## src/rtl/vga_pkg.sv

```systemverilog
// Shared VGA 640x480@60 timing constants, fetch FSM state type and the
// shift-and-add framebuffer address helper.
package vga_pkg;

    localparam int H_VIS  = 640;
    localparam int H_FP   = 16;
    localparam int H_SYNC = 96;
    localparam int H_BP   = 48;
    localparam int H_TOT  = 800;
    localparam int V_VIS  = 480;
    localparam int V_FP   = 10;
    localparam int V_SYNC = 2;
    localparam int V_BP   = 33;
    localparam int V_TOT  = 525;

    typedef enum logic [1:0] {
        IDLE       = 2'd0,
        WAIT_FRAME = 2'd1,
        SCAN       = 2'd2
    } state_t;

    // y*320 + x as (y<<8)+(y<<6)+x; largest result 239*320+319 = 76799.
    function automatic logic [16:0] pix_addr(input logic [8:0] x, input logic [8:0] y);
        return {y, 8'b0} + {2'b0, y, 6'b0} + {8'b0, x};
    endfunction

endpackage

```

## src/rtl/vga_timing.sv

```systemverilog
// Free-running horizontal/vertical counters with raw (undelayed) active-low
// syncs and the active-region flag.
module vga_timing
    import vga_pkg::*;
#(
    parameter int H_VIS = 640,
    parameter int V_VIS = 480
) (
    input  logic       i_clk,
    input  logic       i_reset,
    output logic [9:0] o_h_cnt,
    output logic [9:0] o_v_cnt,
    output logic       o_hsync_n,
    output logic       o_vsync_n,
    output logic       o_active
);

    // Blanking intervals stay at their standard lengths when the visible area is resized.
    localparam logic [9:0] H_LAST  = 10'(H_VIS + H_FP + H_SYNC + H_BP - 1);
    localparam logic [9:0] V_LAST  = 10'(V_VIS + V_FP + V_SYNC + V_BP - 1);
    localparam logic [9:0] HS_BEG  = 10'(H_VIS + H_FP);
    localparam logic [9:0] HS_END  = 10'(H_VIS + H_FP + H_SYNC);
    localparam logic [9:0] VS_BEG  = 10'(V_VIS + V_FP);
    localparam logic [9:0] VS_END  = 10'(V_VIS + V_FP + V_SYNC);
    localparam logic [9:0] H_VIS_C = 10'(H_VIS);
    localparam logic [9:0] V_VIS_C = 10'(V_VIS);

    logic [9:0] r_h_cnt;
    logic [9:0] r_v_cnt;

    always_ff @(posedge i_clk) begin
        if (i_reset) begin
            r_h_cnt <= '0;
            r_v_cnt <= '0;
        end else if (r_h_cnt == H_LAST) begin
            r_h_cnt <= '0;
            r_v_cnt <= (r_v_cnt == V_LAST) ? '0 : r_v_cnt + 10'd1;
        end else begin
            r_h_cnt <= r_h_cnt + 10'd1;
        end
    end

    assign o_h_cnt   = r_h_cnt;
    assign o_v_cnt   = r_v_cnt;
    assign o_hsync_n = !((r_h_cnt >= HS_BEG) && (r_h_cnt < HS_END));
    assign o_vsync_n = !((r_v_cnt >= VS_BEG) && (r_v_cnt < VS_END));
    assign o_active  = (r_h_cnt < H_VIS_C) && (r_v_cnt < V_VIS_C);

endmodule

```

## src/rtl/pixel_fetch.sv

```systemverilog
// Scan-out of a 2x-upscaled greyscale framebuffer onto VGA: address generation,
// frame FSM and a one-cycle output stage aligned with synchronous RAM data.
module pixel_fetch
    import vga_pkg::*;
#(
    parameter int H_VIS = 640,
    parameter int V_VIS = 480,
    parameter int SRC_W = 320,
    parameter int SRC_H = 240
) (
    input  logic        clk,
    input  logic        reset,
    input  logic        start,
    output logic [16:0] fb_addr,
    input  logic [7:0]  fb_data,
    output logic [7:0]  R,
    output logic [7:0]  G,
    output logic [7:0]  B,
    output logic        Hsync,
    output logic        Vsync,
    output logic        busy,
    output logic        frame_done
);

    localparam logic [8:0] SRC_W_C = 9'(SRC_W);
    localparam logic [8:0] SRC_H_C = 9'(SRC_H);
    localparam logic [9:0] V_VIS_C = 10'(V_VIS);

    logic [9:0] w_h_cnt;
    logic [9:0] w_v_cnt;
    logic       w_hsync_n;
    logic       w_vsync_n;
    logic       w_active;
    logic [8:0] w_x;
    logic [8:0] w_y;
    logic       w_in_src;
    logic       w_origin;
    logic       w_frame_end;
    logic       w_frame_done;
    state_t     w_state_next;

    state_t     r_state;
    logic       r_hsync_p1;
    logic       r_vsync_p1;
    logic       r_pix_en_p1;

    vga_timing #(
        .H_VIS (H_VIS),
        .V_VIS (V_VIS)
    ) u_timing (
        .i_clk     (clk),
        .i_reset   (reset),
        .o_h_cnt   (w_h_cnt),
        .o_v_cnt   (w_v_cnt),
        .o_hsync_n (w_hsync_n),
        .o_vsync_n (w_vsync_n),
        .o_active  (w_active)
    );

    assign w_x         = w_h_cnt[9:1];
    assign w_y         = w_v_cnt[9:1];
    assign w_in_src    = w_active && (w_x < SRC_W_C) && (w_y < SRC_H_C);
    assign w_origin    = (w_h_cnt == 10'd0) && (w_v_cnt == 10'd0);
    assign w_frame_end = (w_h_cnt == 10'd0) && (w_v_cnt == V_VIS_C);
    assign fb_addr     = w_in_src ? pix_addr(w_x, w_y) : 17'd0;

    // Next state is used for pixel enable so pixel (0,0) of the first frame is shown.
    always_comb begin
        w_state_next = r_state;
        w_frame_done = 1'b0;
        case (r_state)
            IDLE:       if (start) w_state_next = WAIT_FRAME;
            WAIT_FRAME: if (w_origin) w_state_next = SCAN;
            SCAN: begin
                if (w_frame_end) begin
                    w_frame_done = 1'b1;
                    w_state_next = start ? WAIT_FRAME : IDLE;
                end
            end
            default:    w_state_next = IDLE;
        endcase
    end

    // Stage p1: control aligned with fb_data returned by the RAM.
    always_ff @(posedge clk) begin
        if (reset) begin
            r_state     <= IDLE;
            r_hsync_p1  <= 1'b1;
            r_vsync_p1  <= 1'b1;
            r_pix_en_p1 <= 1'b0;
        end else begin
            r_state     <= w_state_next;
            r_hsync_p1  <= w_hsync_n;
            r_vsync_p1  <= w_vsync_n;
            r_pix_en_p1 <= w_in_src && (w_state_next == SCAN);
        end
    end

    assign R          = r_pix_en_p1 ? fb_data : 8'd0;
    assign G          = R;
    assign B          = R;
    assign Hsync      = r_hsync_p1;
    assign Vsync      = r_vsync_p1;
    assign busy       = (r_state != IDLE);
    assign frame_done = w_frame_done;

endmodule
```

## config.mk

```make
export PLATFORM = sky130hd
export DESIGN_NAME = pixel_fetch
export DESIGN_NICKNAME = d
export VERILOG_FILES = /design/src/rtl/vga_pkg.sv /design/src/rtl/vga_timing.sv /design/src/rtl/pixel_fetch.sv
export SDC_FILE = /design/constraint.sdc
export NUM_CORES = 1
export LEC_CHECK = 0
export CORE_ASPECT_RATIO = 1.1
export CORE_UTILIZATION = 23
export DETAILED_ROUTE_END_ITERATION = 6
export DONT_BUFFER_PORTS = 1
export PLACE_DENSITY_LB_ADDON = 0.25
export SYNTH_ARGS = -nofsm -noshare
export SYNTH_HDL_FRONTEND = slang
export SYNTH_SLANG_ARGS = --single-unit
```

## constraint.sdc

```tcl
create_clock -name clk -period 3.55 [get_ports clk]
set_input_delay 0.8875 -clock clk [delete_from_list [all_inputs] [get_ports clk]]
set_output_delay 0.8875 -clock clk [all_outputs]
set_load 0.02 [all_outputs]
```

* Word-level counts from Yosys, hierarchy flattened *
Cells that the tools add are included.

word-level totals
  register bits after elaboration = 25
  input port bits = 11

operators by class
  add/sub/neg operators = 4
  $lt $le $gt $ge = 8
  eq/ne operators = 6
  multiplexer cells = 10
  reduce and logical (&&, ||, !) cells = 15

operator list
  cell                     count
  $add A10 B1 Y10 const B  2
  $eq A10 B10 Y1 const B   2
  $logic_not A10 Y1        2
  $lt A10 B10 Y1 const B   2
  $lt A10 B9 Y1 const B    2
  $add A17 B15 Y17         1
  $add A17 B9 Y17          1
  $mux W17                 1
  $eq A10 B9 Y1 const B    1
  $ge A10 B10 Y1 const B   1
  $ge A10 B9 Y1 const B    1
  $mux W10                 1
  $lt A9 B8 Y1 const B     1
  $lt A9 B9 Y1 const B     1
  $logic_and A1 B1 Y1      8
  $mux W8                  1
  $mux W2                  3
  $pmux W2 S3              1
  $eq A2 B2 Y1 const B     2
  $mux W1                  3
  $eq A2 B1 Y1 const B     1
  $logic_not A1 Y1         2
  $logic_not A2 Y1         1
  $reduce_bool A2 Y1       1
  $reduce_or A2 Y1         1

* Depth between registers and ports, before layout *
Gate-level depths: netlist (run 1).

  depth in word-level cells = 6
  gate-level depth with buffers = 9
  depth with buffers taken out = 8

* Cells and area by module *
A second synthesis (run 1) with hierarchy kept.

second synthesis, totals
  cell total of the unflattened synthesis = 251
  area total of the unflattened synthesis = 2068.2 sq um

modules (own cells, without submodules)
  module       times used  cells each  area each (sq um)  seq. area each (sq um)
  pixel_fetch  1           134         1073.5             100.1
  vga_timing   1           117         994.7              400.4

* Worst setup path after synthesis (run 1) *
OpenSTA, ideal clock, no wires.

  path type = reg2out
  start point = reg u_timing.r_h_cnt[9] (netlist: u_timing.o_h_cnt[9])
  end point = out fb_addr[15]
  arrival time = 2619 ps
  path slack = 44 ps
  stages on the path, launching flop included = 10
  path buffers = 1
  path through = dfxtp_1 clkbuf_1 inv_1 fa_1 inv_1 fa_1 a21oi_1 o2111ai_1 o31ai_1 mux2i_1

between the ends
  word-level cells in the longest chain between the ends = 5
  elaborated cells on any way between the ends = 7
  those cells by class = add/sub (1); order compare (2); mux (1); reduce/logical (3)

RTL lines
  what                               line               source
  from (decl)                        vga_timing.sv:28   logic [9:0] r_h_cnt;
  from (signal assigned)             vga_timing.sv:39   r_h_cnt <= r_h_cnt + 10'd1;
  $lt A10 B10 Y1                     vga_timing.sv:47   assign o_active = (r_h_cnt < H_VIS_C) && (r_v_cnt < V_VIS_C);
  $logic_and A1 B1 Y1                vga_timing.sv:47
  $logic_and A1 B1 Y1 (2 in series)  pixel_fetch.sv:62  assign w_in_src = w_active && (w_x < SRC_W_C) && (w_y < SRC_H_C);
  $mux W17 *                         pixel_fetch.sv:65  assign fb_addr = w_in_src ? pix_addr(w_x, w_y) : 17'd0;
  to (decl)                          pixel_fetch.sv:14  output logic [16:0] fb_addr,

Every way passes the cells marked *; elsewhere a longest branch is shown, timed or not.

* Worst setup path after layout (run 1) *
Ends and elaborated chain as after synthesis.

==> impl_summary.txt, run 1 <==
----------------------------------------------------
[Placed design]
  Worst slack at placement ... 0.1367 ns
  Sum of net half-perimeters after detailed placement ... 3.662 mm
  Routability Congestion ... 0.7756
  Placed Instances ... 354
  Port Buf Inserts ... 0

[Setup path]
  Worst reg2reg path endpoint ... r_pix_en_p1
  Worst r2r src ... u_timing.o_v_cnt[0]
  Series of cell instances along the critical path ... inv_2, fa_1, inv_2, fa_2, a21oi_4, o2111ai_4, o31ai_2, mux2i_1, buf_4
  Critical path endpoint category ... output pin
  Required time at the worst-slack endpoint ... 2.66 ns
  Setup slack on the worst flop-to-flop path ... 1.39 ns
  Most used cell, CP ... sky130_fd_sc_hd__inv_2
  Worst Path Arrival ... 2.60 ns
  Slowest Stage Delay on Critical Path ... 0.54 ns
  CP max-delay cell ... sky130_fd_sc_hd__fa_1
  Setup crit start kind ... flop
  Crit Path Max Fanout ... 2
  FF-to-FF path depth ... 6
  Type of the worst setup path ... reg2out

[GRT]
  Overall Global Routing Usage ... 0.1068
  Total global routing overflow ... 0
  First-pass GRT wire length ... 7.879 mm
  Pin count of the biggest net entering global routing ... 15
  Vias in the first global route ... 1646
  Number of antenna violations at the first check in global routing ... 0

[Synth]
  Most instantiated cells after synthesis ... sky130_fd_sc_hd__nor2_1, sky130_fd_sc_hd__dfxtp_1, sky130_fd_sc_hd__ha_1, sky130_fd_sc_hd__nand2_1
  Synthesized instance count ... 253
  Number of distinct standard cells referenced by the synthesized netlist ... 40
  Cell types with the largest area share after synthesis ... sky130_fd_sc_hd__dfxtp_1, sky130_fd_sc_hd__ha_1, sky130_fd_sc_hd__buf_4, sky130_fd_sc_hd__and2_1, sky130_fd_sc_hd__nor2_1
  Total standard cell area after synthesis ... 2007 µm²
  Cell with the most instances after synthesis ... sky130_fd_sc_hd__nor2_1
  Syn_area_per_cell ... 7.933 µm²
  Yosys warning total ... 0
  Register bit count reported by yosys ... 25
  Proportion of synthesized flip-flops having asynchronous set or reset ... 0
  Number of enable-type register cells in the synthesized netlist ... 0
  Share of the yosys chip area belonging to registers ... 0.2494
  Net count after synthesis ... 288
  Cell type with the largest total area after synthesis ... sky130_fd_sc_hd__dfxtp_1
  Area share of the leading cell type in the synthesized netlist ... 0.2494
  Most frequently used flop master after synthesis ... sky130_fd_sc_hd__dfxtp_1

[STA]
  Timing-limited maximum frequency ... 0.2871 GHz
  Max-slew violations ... 0
  Clock tree skew after final layout ... 0.003626 ns
  Share of the clock period used by the worst path after layout ... 0.9812
  Hold Fails Final Rpt ... 0
  Post-route worst setup slack ... 0.06682 ns
  Fin Hold WS ... 0.4894 ns
  RSZ-0062 raised after global routing ... yes
  Clock period minus final worst setup slack ... 3.483 ns
  Max_slew headroom ... 0.6092
  Final-report setup violation count ... 0
  Worst-margin pin slew ... 0.5902 ns

[Power]
  Worst vdd rail ir drop ... 124.7 µV
  Power density of the placed cells ... 238.7 nW/µm²
  Final Total Pwr ... 0.5241 mW
  Total leakage power ... 0.9092 nW

[Clocking]
  Hold-fix buffers at CTS ... 0
  CTS tree ... done
  Deepest clock path buffer count ... 2
  Number of clock sinks seen by CTS ... 25
  Root Driver ... sky130_fd_sc_hd__clkbuf_8
  H-tree depth ... 1
  Clock latency on the worst-skew pair ... 0.27 ns
  Clock transition at path regs ... 0.09 ns
  TritonCTS Buffers ... 3

[Floorplan]
  Number of cell rows ... 35
  Height of the die ... 99.97 µm
  Total die area ... 9104 µm²
  Starting density of the core ... 0.2387
  Number of I/O pins ... 56
  Chip Width ... 91.07 µm
  Core Box Area ... 8408 µm²

[Finish]
  Area growth from synthesis to layout ... 9.414%
  Share of final-layout standard cells stronger than drive strength 1 ... 0.1406
  Number of standard cells in the final layout excluding fillers ... 360
  Layout net count ... 285
  Number of diodes ... 0

[Routing]
  DRC viols ... 0
  Via Count ... 1684
  Initial detailed-routing violation count ... 62
  Routed Antenna Nets ... 0
  First-pass iteration count of the detailed router ... 4
  Detailed-route wire length per cell ... 12.95 µm
  Post-DR vias/cell ... 4.678
  Post-Route WL ... 4.663 mm

[Worst hold path]
  Startpoint of the worst hold path ... u_timing.o_h_cnt[0]
  Worst min-delay path category ... reg2reg
  Worst hold stages ... 1
  Worst Hold Endpoint ... u_timing.o_h_cnt[0]

[Run]
  Total of max-cap violations ... 0

[Run status]
  Result of the run ... finished, final reports clean

----------------------------------------------------
## state kept, by name (all words and copies together) (netlist names)
name and count:
r_state 2, u_timing.o_v_cnt 10, Vsync 1, Hsync 1, u_timing.o_h_cnt 10, r_pix_en_p1 1
## repair_timing
item / in CTS / in global routing
setup buffers: 0 / 2
gates resized for setup: 5 / 8
endpoints found under the setup margin: 2 / 4
pin swaps: 4 / 6
hold endpoints to repair: 0 / 0
gates cloned: 0 / 0
## critical path, delay by kind of cell (launching register included)
kind / cells / cell delay [ns]
adders and majority gates: 2 / 0.96
buffers and inverters: 3 / 0.25
muxes: 1 / 0.21
DFF: 1 / 0.34
AOI/OAI and AO/OA: 3 / 0.58
## cells in the final DEF (no fill, tap or decap), types with 5 or more instances in the layout
cell | Yosys | layout
sky130_fd_sc_hd__buf_4 | 16 | 15
sky130_fd_sc_hd__nor4_1 | 5 | 5
sky130_fd_sc_hd__and2_1 | 16 | 16
sky130_fd_sc_hd__a21oi_1 | 13 | 11
sky130_fd_sc_hd__nand3_1 | 13 | 13
sky130_fd_sc_hd__inv_1 | 16 | 14
sky130_fd_sc_hd__nor3_1 | 5 | 5
sky130_fd_sc_hd__nor2_1 | 26 | 26
sky130_fd_sc_hd__xnor2_1 | 10 | 10
sky130_fd_sc_hd__dfxtp_1 | 25 | 22
sky130_fd_sc_hd__nand2_1 | 17 | 17
sky130_fd_sc_hd__or3_1 | 5 | 5
sky130_fd_sc_hd__ha_1 | 22 | 22
sky130_fd_sc_hd__o21ai_0 | 9 | 9
## cell families after synthesis
| group | share of synthesized area |
|---|---|
| buf+inv | 0.1085 |
| xor+xnor | 0.06109 |
| simple gates | 0.2955 |
| fa+ha+maj | 0.1571 |
| flops | 0.2494 |
| compound gates | 0.1185 |
| mux | 0.009975 |
## routing by layer
layer  wire length [µm]  GRT usage
met2               2361     0.1935
met1               2121     0.1318
met5                  0          0
met3                169    0.01970
met4                 10    0.02320
## how the worst max path moves through the flow
| stage | end | startpoint | slack (ns) | cells past startpoint |
|---|---|---|---|---|
| 2_1_floorplan | fb_addr[15] | u_timing.o_h_cnt[9] | 0.04 | 9 |
| 3_3_place_gp | fb_addr[15] | u_timing.o_v_cnt[1] | 0.14 | 9 |
| 3_5_place_dp | fb_addr[15] | u_timing.o_v_cnt[1] | 0.14 | 9 |
| 4_1_cts | fb_addr[15] | u_timing.o_v_cnt[1] | 0.01 | 9 |
| 5_1_grt | fb_addr[15] | u_timing.o_h_cnt[9] | -0.07 | 9 |
| 6_report | fb_addr[15] | u_timing.o_h_cnt[9] | 0.07 | 9 |
## where the power goes
part           switching (mW)  internal (mW)  total (mW)
logic                  0.0413         0.0129      0.0542
clock network          0.0974         0.0787       0.176
registers             0.00737          0.286       0.294
total                   0.146          0.378       0.524
## cell type report
class,instances,area [µm²]
Clock buffer,3,41.29
Clock inverter,1,5.005
Fill cell,946,6212
Inverter,16,60.06
Multi-Input combinational cell,189,1334
Sequential cell,25,504.2
Tap cell,111,138.9
Timing Repair Buffer,15,112.6
## metrics by stage
stage	instance area, µm²	utilization	TNS [ns]
after global routing	2196	0.2612	-0.07114
after global placement	2086	0.2481	0
final	2196	0.2612	0
after detailed placement	2086	0.2481	0
after CTS	2155	0.2563	0
after floorplan	2007	-	0
(Power assumes the default switching activity.)
==> run 2: changes to the inputs <==
--- a/config.mk
+++ b/config.mk
@@ -5,7 +5,8 @@
 export SDC_FILE = /design/constraint.sdc
 export NUM_CORES = 1
 export LEC_CHECK = 0
-export CORE_ASPECT_RATIO = 1.1
+export CORE_ASPECT_RATIO = 1.5
+export CORE_MARGIN = 2
 export CORE_UTILIZATION = 23
 export DETAILED_ROUTE_END_ITERATION = 6
 export DONT_BUFFER_PORTS = 1
==> constraint.sdc (replaced) <==
create_clock -name clk -period 4.5 [get_ports clk]
set_input_delay 1.125 -clock clk [delete_from_list [all_inputs] [get_ports clk]]
set_output_delay 1.125 -clock clk [all_outputs]
set_load 0.02 [all_outputs]
==> run 2 against run 1 <==
Net effect: sequential power down 21%; clock skew is 0.0018 ns lower; setup slack gained 0.18 ns; critical path depth decreased by 1; flip-flop and latch count unchanged; sequential share of layout area is 1.0 points higher; first-iteration DRC count is 34% higher; die area is 4.4% higher; via count is 1.7% lower; cell count is 4.4% lower; register-to-register slack better by 0.98 ns; critical path type unchanged; power decreased by 7.0%.
==> impl_summary.txt, run 2 (same netlist as run 1, synthesis figures left out) <==
----------------------------------------------------
[STA]
  Setup TNS after final layout ... 0 ns (unchanged)
  Share of the clock period used by the worst path after layout ... 0.9451
  RSZ-0062 raised after global routing ... no (was yes)
  Timing-limited maximum frequency ... 0.2351 GHz
  Fin Hold WS ... 0.4811 ns (was 0.4894 ns)
  Hold Fails Final Rpt ... 0 (unchanged)
  Final-report setup violation count ... 0 (unchanged)
  Clock tree skew after final layout ... 0.001842 ns (was 0.003626 ns)
  Max-slew violations ... 0 (unchanged)
  Max_slew headroom ... 0.5185 (was 0.6092)
  Clock period minus final worst setup slack ... 4.253 ns
  Worst-margin pin slew ... 0.7223 ns (was 0.5902 ns)

[Finish]
  Number of diodes ... 0 (unchanged)
  Footprint of the multi-input gates ... 1289 µm² (was 1334 µm²)
  Area taken by flip-flops and latches ... 500.5 µm² (was 504.2 µm²)
  Area growth from synthesis to layout ... 4.052% (was 9.414%)
  Final core utilization ... 0.2467 (was 0.2612)
  Highest-count cells in the layout ignoring fill and taps ... sky130_fd_sc_hd__nor2_1, sky130_fd_sc_hd__dfxtp_1, sky130_fd_sc_hd__ha_1 (unchanged)
  Fill cell count ... 956 (was 946)
  Share of final-layout standard cells stronger than drive strength 1 ... 0.05063 (was 0.1406)
  Layout net count ... 273 (was 285)
  Most common cell after layout, fill and taps aside ... sky130_fd_sc_hd__nor2_1 (unchanged)

[Placed design]
  Port Buf Inserts ... 0 (unchanged)
  Sum of net half-perimeters after detailed placement ... 3.992 mm (was 3.662 mm)
  Routability Congestion ... 0.7506 (was 0.7756)

[Routing]
  Detailed-route wire length per cell ... 14.57 µm (was 12.95 µm)
  Post-Route WL ... 5.011 mm (was 4.663 mm)
  Initial detailed-routing violation count ... 83 (was 62)
  DRC viols ... 0 (unchanged)
  Post-DR vias/cell ... 4.814 (was 4.678)
  Routed Antenna Nets ... 0 (unchanged)
  Via Count ... 1656 (was 1684)
  First-pass iteration count of the detailed router ... 5 (was 4)

[GRT]
  Pin count of the biggest net entering global routing ... 16 (was 15)
  Vias in the first global route ... 1683 (was 1646)
  Number of antenna violations at the first check in global routing ... 0 (unchanged)
  Overall Global Routing Usage ... 0.1118 (was 0.1068)
  First-pass GRT wire length ... 8.376 mm (was 7.879 mm)
  Total global routing overflow ... 0 (unchanged)

[Setup path]
  Worst r2r src ... u_timing.o_v_cnt[1] (was u_timing.o_v_cnt[0])
  Setup crit start kind ... flop (unchanged)
  Crit Path Max Fanout ... 8 (was 2)
  CP max-delay cell ... sky130_fd_sc_hd__fa_1 (unchanged)
  Type of the worst setup path ... reg2out (unchanged)
  Setup crit start ... u_timing.o_v_cnt[1] (was u_timing.o_h_cnt[9])
  Series of cell instances along the critical path ... inv_1, fa_1, inv_1, fa_1, a21oi_1, o2111ai_1, o31ai_1, mux2i_1 (was inv_2, fa_1, inv_2, fa_2, a21oi_4, o2111ai_4, o31ai_2, mux2i_1, buf_4)
  Worst Path Arrival ... 3.13 ns (was 2.60 ns)
  Critical path endpoint category ... output pin (unchanged)
  Buffer and inverter count on the worst path ... 2 (was 3)
  Crit path max-delay family ... adder cells (unchanged)
  Slowest Stage Delay on Critical Path ... 0.54 ns (about the same)
  Required time at the worst-slack endpoint ... 3.38 ns (was 2.66 ns)

[Clocking]
  Hold-fix buffers at CTS ... 0 (unchanged)
  Clock latency on the worst-skew pair ... 0.27 ns (about the same)
  CTS tree ... done (unchanged)
  Clock transition at path regs ... 0.07 ns (was 0.09 ns)
  TritonCTS Buffers ... 3 (unchanged)
  Number of clock sinks seen by CTS ... 25 (unchanged)
  Post-CTS setup buffers ... 0 (unchanged)
  H-tree depth ... 1 (unchanged)
  Number of gates resized after CTS ... 0 (was 5)
  Root Driver ... sky130_fd_sc_hd__clkbuf_16 (was sky130_fd_sc_hd__clkbuf_8)
  Deepest clock path buffer count ... 2 (unchanged)

[Run status]
  Result of the run ... finished, final reports clean (unchanged)

[Floorplan]
  Height of the die ... 118.4 µm (was 99.97 µm)
  Number of I/O pins ... 56 (unchanged)
  Chip Width ... 80.27 µm (was 91.07 µm)
  Core Box Area ... 8464 µm² (was 8408 µm²)
  Starting density of the core ... 0.2371 (was 0.2387)
  Total die area ... 9504 µm² (was 9104 µm²)
  Number of cell rows ... 41 (was 35)

[Power]
  Worst vdd rail ir drop ... 140.4 µV (was 124.7 µV)
  Power density of the placed cells ... 233.3 nW/µm² (was 238.7 nW/µm²)
  Total leakage power ... 0.8582 nW (was 0.9092 nW)

[Run]
  Total of max-cap violations ... 0 (unchanged)

[Worst hold path]
  Startpoint of the worst hold path ... u_timing.o_h_cnt[0] (unchanged)
  Worst min-delay path category ... reg2reg (unchanged)

----------------------------------------------------
## run 2: worst paths after layout
check,end,slack [ns],cells after the start
max,fb_addr[15],0.25,8
min,u_timing.o_h_cnt[0],0.48,1
max reg2reg,r_pix_en_p1,2.37,6
min reg2reg,u_timing.o_h_cnt[0],0.48,1
## run 2: layout make-up
cell class,instances,share of cell area
repair buffers,3,0.01078
clock buffers,3,0.03595
clock inverters,1,0.003595
multi-input cells,189,0.6171
well taps,107,0.06411
inverters,16,0.02876
flip-flops and latches,25,0.2397
## run 2: power breakdown
group          switching [mW]  internal, mW
registers             0.00585         0.226
clock network          0.0908         0.121
logic                  0.0332        0.0102
total                   0.130         0.357
## run 2: through the flow
step | setup slack [ns] | std cells | cell area, µm² | power (mW)
3_3_place_gp | 0.5559 | 340 | 2006 | 0.2813
5_1_grt | 0.02367 | 344 | 2088 | 0.5075
3_5_place_dp | 0.5387 | 340 | 2006 | 0.2814
4_1_cts | 0.2079 | 344 | 2088 | 0.4940
2_1_floorplan | 0.7562 | 253 | 2007 | 0.2843
6_report | 0.2471 | 344 | 2088 | 0.4872
## run 2: layer usage
metal,track usage,wire length (µm),vias up
met2,0.1979,2602,32
met4,0.05826,235,0
met5,0,0,-
met1,0.1216,2008,775
li1,-,-,837
met3,0.02290,165,12
==> run 3: changes to the inputs <==
--- a/config.mk
+++ b/config.mk
@@ -7,7 +7,7 @@
 export LEC_CHECK = 0
 export CORE_ASPECT_RATIO = 1.5
 export CORE_MARGIN = 2
-export CORE_UTILIZATION = 23
+export CORE_UTILIZATION = 55
 export DETAILED_ROUTE_END_ITERATION = 6
 export DONT_BUFFER_PORTS = 1
 export PLACE_DENSITY_LB_ADDON = 0.25
==> run 3 against run 2 <==
Net effect: register-to-register slack got worse by 0.02 ns; critical path depth unchanged; combinational power fell by 2%.
==> impl_summary.txt, run 3 (same netlist as run 1, synthesis figures left out) <==
----------------------------------------------------
[Floorplan]
  Height of the die ... 77.98 µm (was 118.4 µm)
  Chip Width ... 53.32 µm (was 80.27 µm)
  Number of I/O pins ... 56 (unchanged)
  Number of cell rows ... 26 (was 41)
  Core Box Area ... 3448 µm² (was 8464 µm²)
  Starting density of the core ... 0.5820 (was 0.2371)
  Total die area ... 4158 µm² (was 9504 µm²)

[GRT]
  Total global routing overflow ... 0 (unchanged)
  Pin count of the biggest net entering global routing ... 16 (unchanged)
  Global-route track usage on met1 ... 0.2419 (was 0.1216)
  Met3 GRT Util ... 0.03077 (was 0.02290)
  Number of antenna violations at the first check in global routing ... 0 (unchanged)
  Global-route track usage on met2 ... 0.3864 (was 0.1979)
  First-pass GRT wire length ... 6.879 mm (was 8.376 mm)
  Most crowded layer after global routing ... met2 (unchanged)
  Vias in the first global route ... 1525 (was 1683)
  Overall Global Routing Usage ... 0.2193 (was 0.1118)

[Finish]
  Footprint of the multi-input gates ... 1289 µm² (unchanged)
  Highest-count cells in the layout ignoring fill and taps ... sky130_fd_sc_hd__nor2_1, sky130_fd_sc_hd__dfxtp_1, sky130_fd_sc_hd__ha_1 (unchanged)
  Layout net count ... 272 (was 273)
  Area growth from synthesis to layout ... -2.057% (was 4.052%)
  Share of final-layout standard cells stronger than drive strength 1 ... 0.04661 (was 0.05063)
  Fill cell count ... 347 (was 956)
  Most common cell after layout, fill and taps aside ... sky130_fd_sc_hd__nor2_1 (unchanged)
  Number of diodes ... 0 (unchanged)
  Area taken by flip-flops and latches ... 500.5 µm² (unchanged)

[Routing]
  Post-DR vias/cell ... 5.896 (was 4.814)
  Initial detailed-routing violation count ... 36 (was 83)
  First-pass iteration count of the detailed router ... 4 (was 5)
  Post-Route WL ... 4.173 mm (was 5.011 mm)
  Via Count ... 1639 (was 1656)
  Detailed-route wire length per cell ... 15.01 µm (was 14.57 µm)
  Routed Antenna Nets ... 0 (unchanged)
  DRC viols ... 0 (unchanged)

[STA]
  Max-slew violations ... 0 (unchanged)
  RSZ-0062 raised after global routing ... no (unchanged)
  Setup TNS after final layout ... 0 ns (unchanged)
  Max_slew headroom ... 0.5809 (was 0.5185)
  Worst-margin pin slew ... 0.6239 ns (was 0.7223 ns)
  Final-report setup violation count ... 0 (unchanged)
  Timing-limited maximum frequency ... 0.2354 GHz (was 0.2351 GHz)
  Clock tree skew after final layout ... 0.005814 ns (was 0.001842 ns)
  Clock period minus final worst setup slack ... 4.249 ns (was 4.253 ns)
  Hold Fails Final Rpt ... 0 (unchanged)
  Share of the clock period used by the worst path after layout ... 0.9442 (was 0.9451)

[Clocking]
  Deepest clock path buffer count ... 2 (unchanged)
  Number of clock sinks seen by CTS ... 25 (unchanged)
  Clock transition at path regs ... 0.09 ns (was 0.07 ns)
  H-tree depth ... 1 (unchanged)
  Root Driver ... sky130_fd_sc_hd__clkbuf_8 (was sky130_fd_sc_hd__clkbuf_16)
  Hold-fix buffers at CTS ... 0 (unchanged)
  Post-CTS setup buffers ... 0 (unchanged)
  Number of gates resized after CTS ... 0 (unchanged)
  TritonCTS Buffers ... 3 (unchanged)
  Clock latency on the worst-skew pair ... 0.28 ns (was 0.27 ns)
  CTS tree ... done (unchanged)

[Setup path]
  Crit path max-delay family ... adder cells (unchanged)
  Crit Path Max Fanout ... 8 (unchanged)
  Buffer and inverter count on the worst path ... 2 (unchanged)
  Depth of the critical timing path with buffers and inverters included ... 8 (unchanged)
  Critical path endpoint category ... output pin (unchanged)
  Setup crit start kind ... flop (unchanged)
  Required time at the worst-slack endpoint ... 3.38 ns (about the same)
  Slowest Stage Delay on Critical Path ... 0.54 ns (about the same)
  CP max-delay cell ... sky130_fd_sc_hd__fa_1 (unchanged)
  Type of the worst setup path ... reg2out (unchanged)
  Series of cell instances along the critical path ... inv_1, fa_1, inv_1, fa_1, a21oi_1, o2111ai_1, o31ai_1, mux2i_1 (unchanged)
  Worst Path Arrival ... 3.12 ns (was 3.13 ns)
  FF-to-FF path depth ... 6 (unchanged)

[Power]
  Final Total Pwr ... 0.4146 mW (was 0.4872 mW)
  Total leakage power ... 0.8374 nW (was 0.8582 nW)
  Worst vdd rail ir drop ... 220.8 µV (was 140.4 µV)
  Power density of the placed cells ... 210.9 nW/µm² (was 233.3 nW/µm²)

[Worst hold path]
  Worst min-delay path category ... reg2reg (unchanged)
  Worst hold stages ... 1 (unchanged)

[Placed design]
  Routability Congestion ... 0.7979 (was 0.7506)
  Port Buf Inserts ... 0 (unchanged)
  Sum of net half-perimeters after detailed placement ... 3.288 mm (was 3.992 mm)

[Run status]
  Result of the run ... finished, final reports clean (unchanged)

[Run]
  Total of max-cap violations ... 0 (unchanged)

----------------------------------------------------
==> run 3: cell count changes in the layout (fill, tap and decap cells not counted) <==
cell | before | now
sky130_fd_sc_hd__clkbuf_16 | 3 | 0
sky130_fd_sc_hd__buf_4 | 3 | 2
sky130_fd_sc_hd__clkbuf_8 | 0 | 3
==> run 3: area by class of cell <==
cell class | count | share of cell area
Multi-Input combinational cell | 189 | 0.6556
Sequential cell | 25 | 0.2546
Inverter | 16 | 0.03055
Tap cell | 42 | 0.02673
Clock buffer | 3 | 0.02101
Timing Repair Buffer | 2 | 0.007638
Clock inverter | 1 | 0.003819
==> run 3: worst register-to-register path, stage by stage (launching register included) <==
cell                       delay [ns]
sky130_fd_sc_hd__dfxtp_1         0.39
sky130_fd_sc_hd__inv_1           0.13
sky130_fd_sc_hd__ha_1            0.19
sky130_fd_sc_hd__nor4bb_1        0.28
sky130_fd_sc_hd__nand4b_1        0.22
sky130_fd_sc_hd__or4_1           0.57
sky130_fd_sc_hd__a211oi_1        0.28
==> run 3: through the flow <==
| step | worst slack (ns) | hold slack (ns) | utilization | area (µm²) | cells |
|---|---|---|---|---|---|
| after detailed placement | 0.5600 | 0.4685 | 0.5559 | 1917 | 274 |
| final | 0.2510 | 0.4954 | 0.5700 | 1966 | 278 |
| after CTS | 0.2320 | 0.4914 | 0.5700 | 1966 | 278 |
| after global routing | 0.03703 | 0.5189 | 0.5700 | 1966 | 278 |
| after floorplan | 0.7562 | 0.4409 | - | 2007 | 253 |
| after global placement | 0.5912 | 0.4575 | 0.5559 | 1917 | 274 |
==> run 3: power by group <==
group / total, mW / internal, mW / switching [mW]
Clock: 0.141 / 0.0630 / 0.0779
Combinational: 0.0424 / 0.0101 / 0.0322
Sequential: 0.231 / 0.226 / 0.00535
Total: 0.415 / 0.299 / 0.115
==> run 3: final timing paths <==
path / startpoint / endpoint / slack (ns)
max: u_timing.o_v_cnt[1] / fb_addr[15] / 0.25
min: u_timing.o_h_cnt[0] / u_timing.o_h_cnt[0] / 0.50
max reg2reg: u_timing.o_v_cnt[1] / r_pix_en_p1 / 2.35
min reg2reg: u_timing.o_h_cnt[0] / u_timing.o_h_cnt[0] / 0.50
==> run 3: per-layer routing <==
| metal | part of all wire | routed length (µm) | vias to the layer above |
|---|---|---|---|
| li1 | - | - | 838 |
| met1 | 0.41 | 1719 | 753 |
| met2 | 0.53 | 2197 | 40 |
| met3 | 0.029 | 120 | 8 |
| met4 | 0.033 | 136 | 0 |
| met5 | 0 | 0 | - |
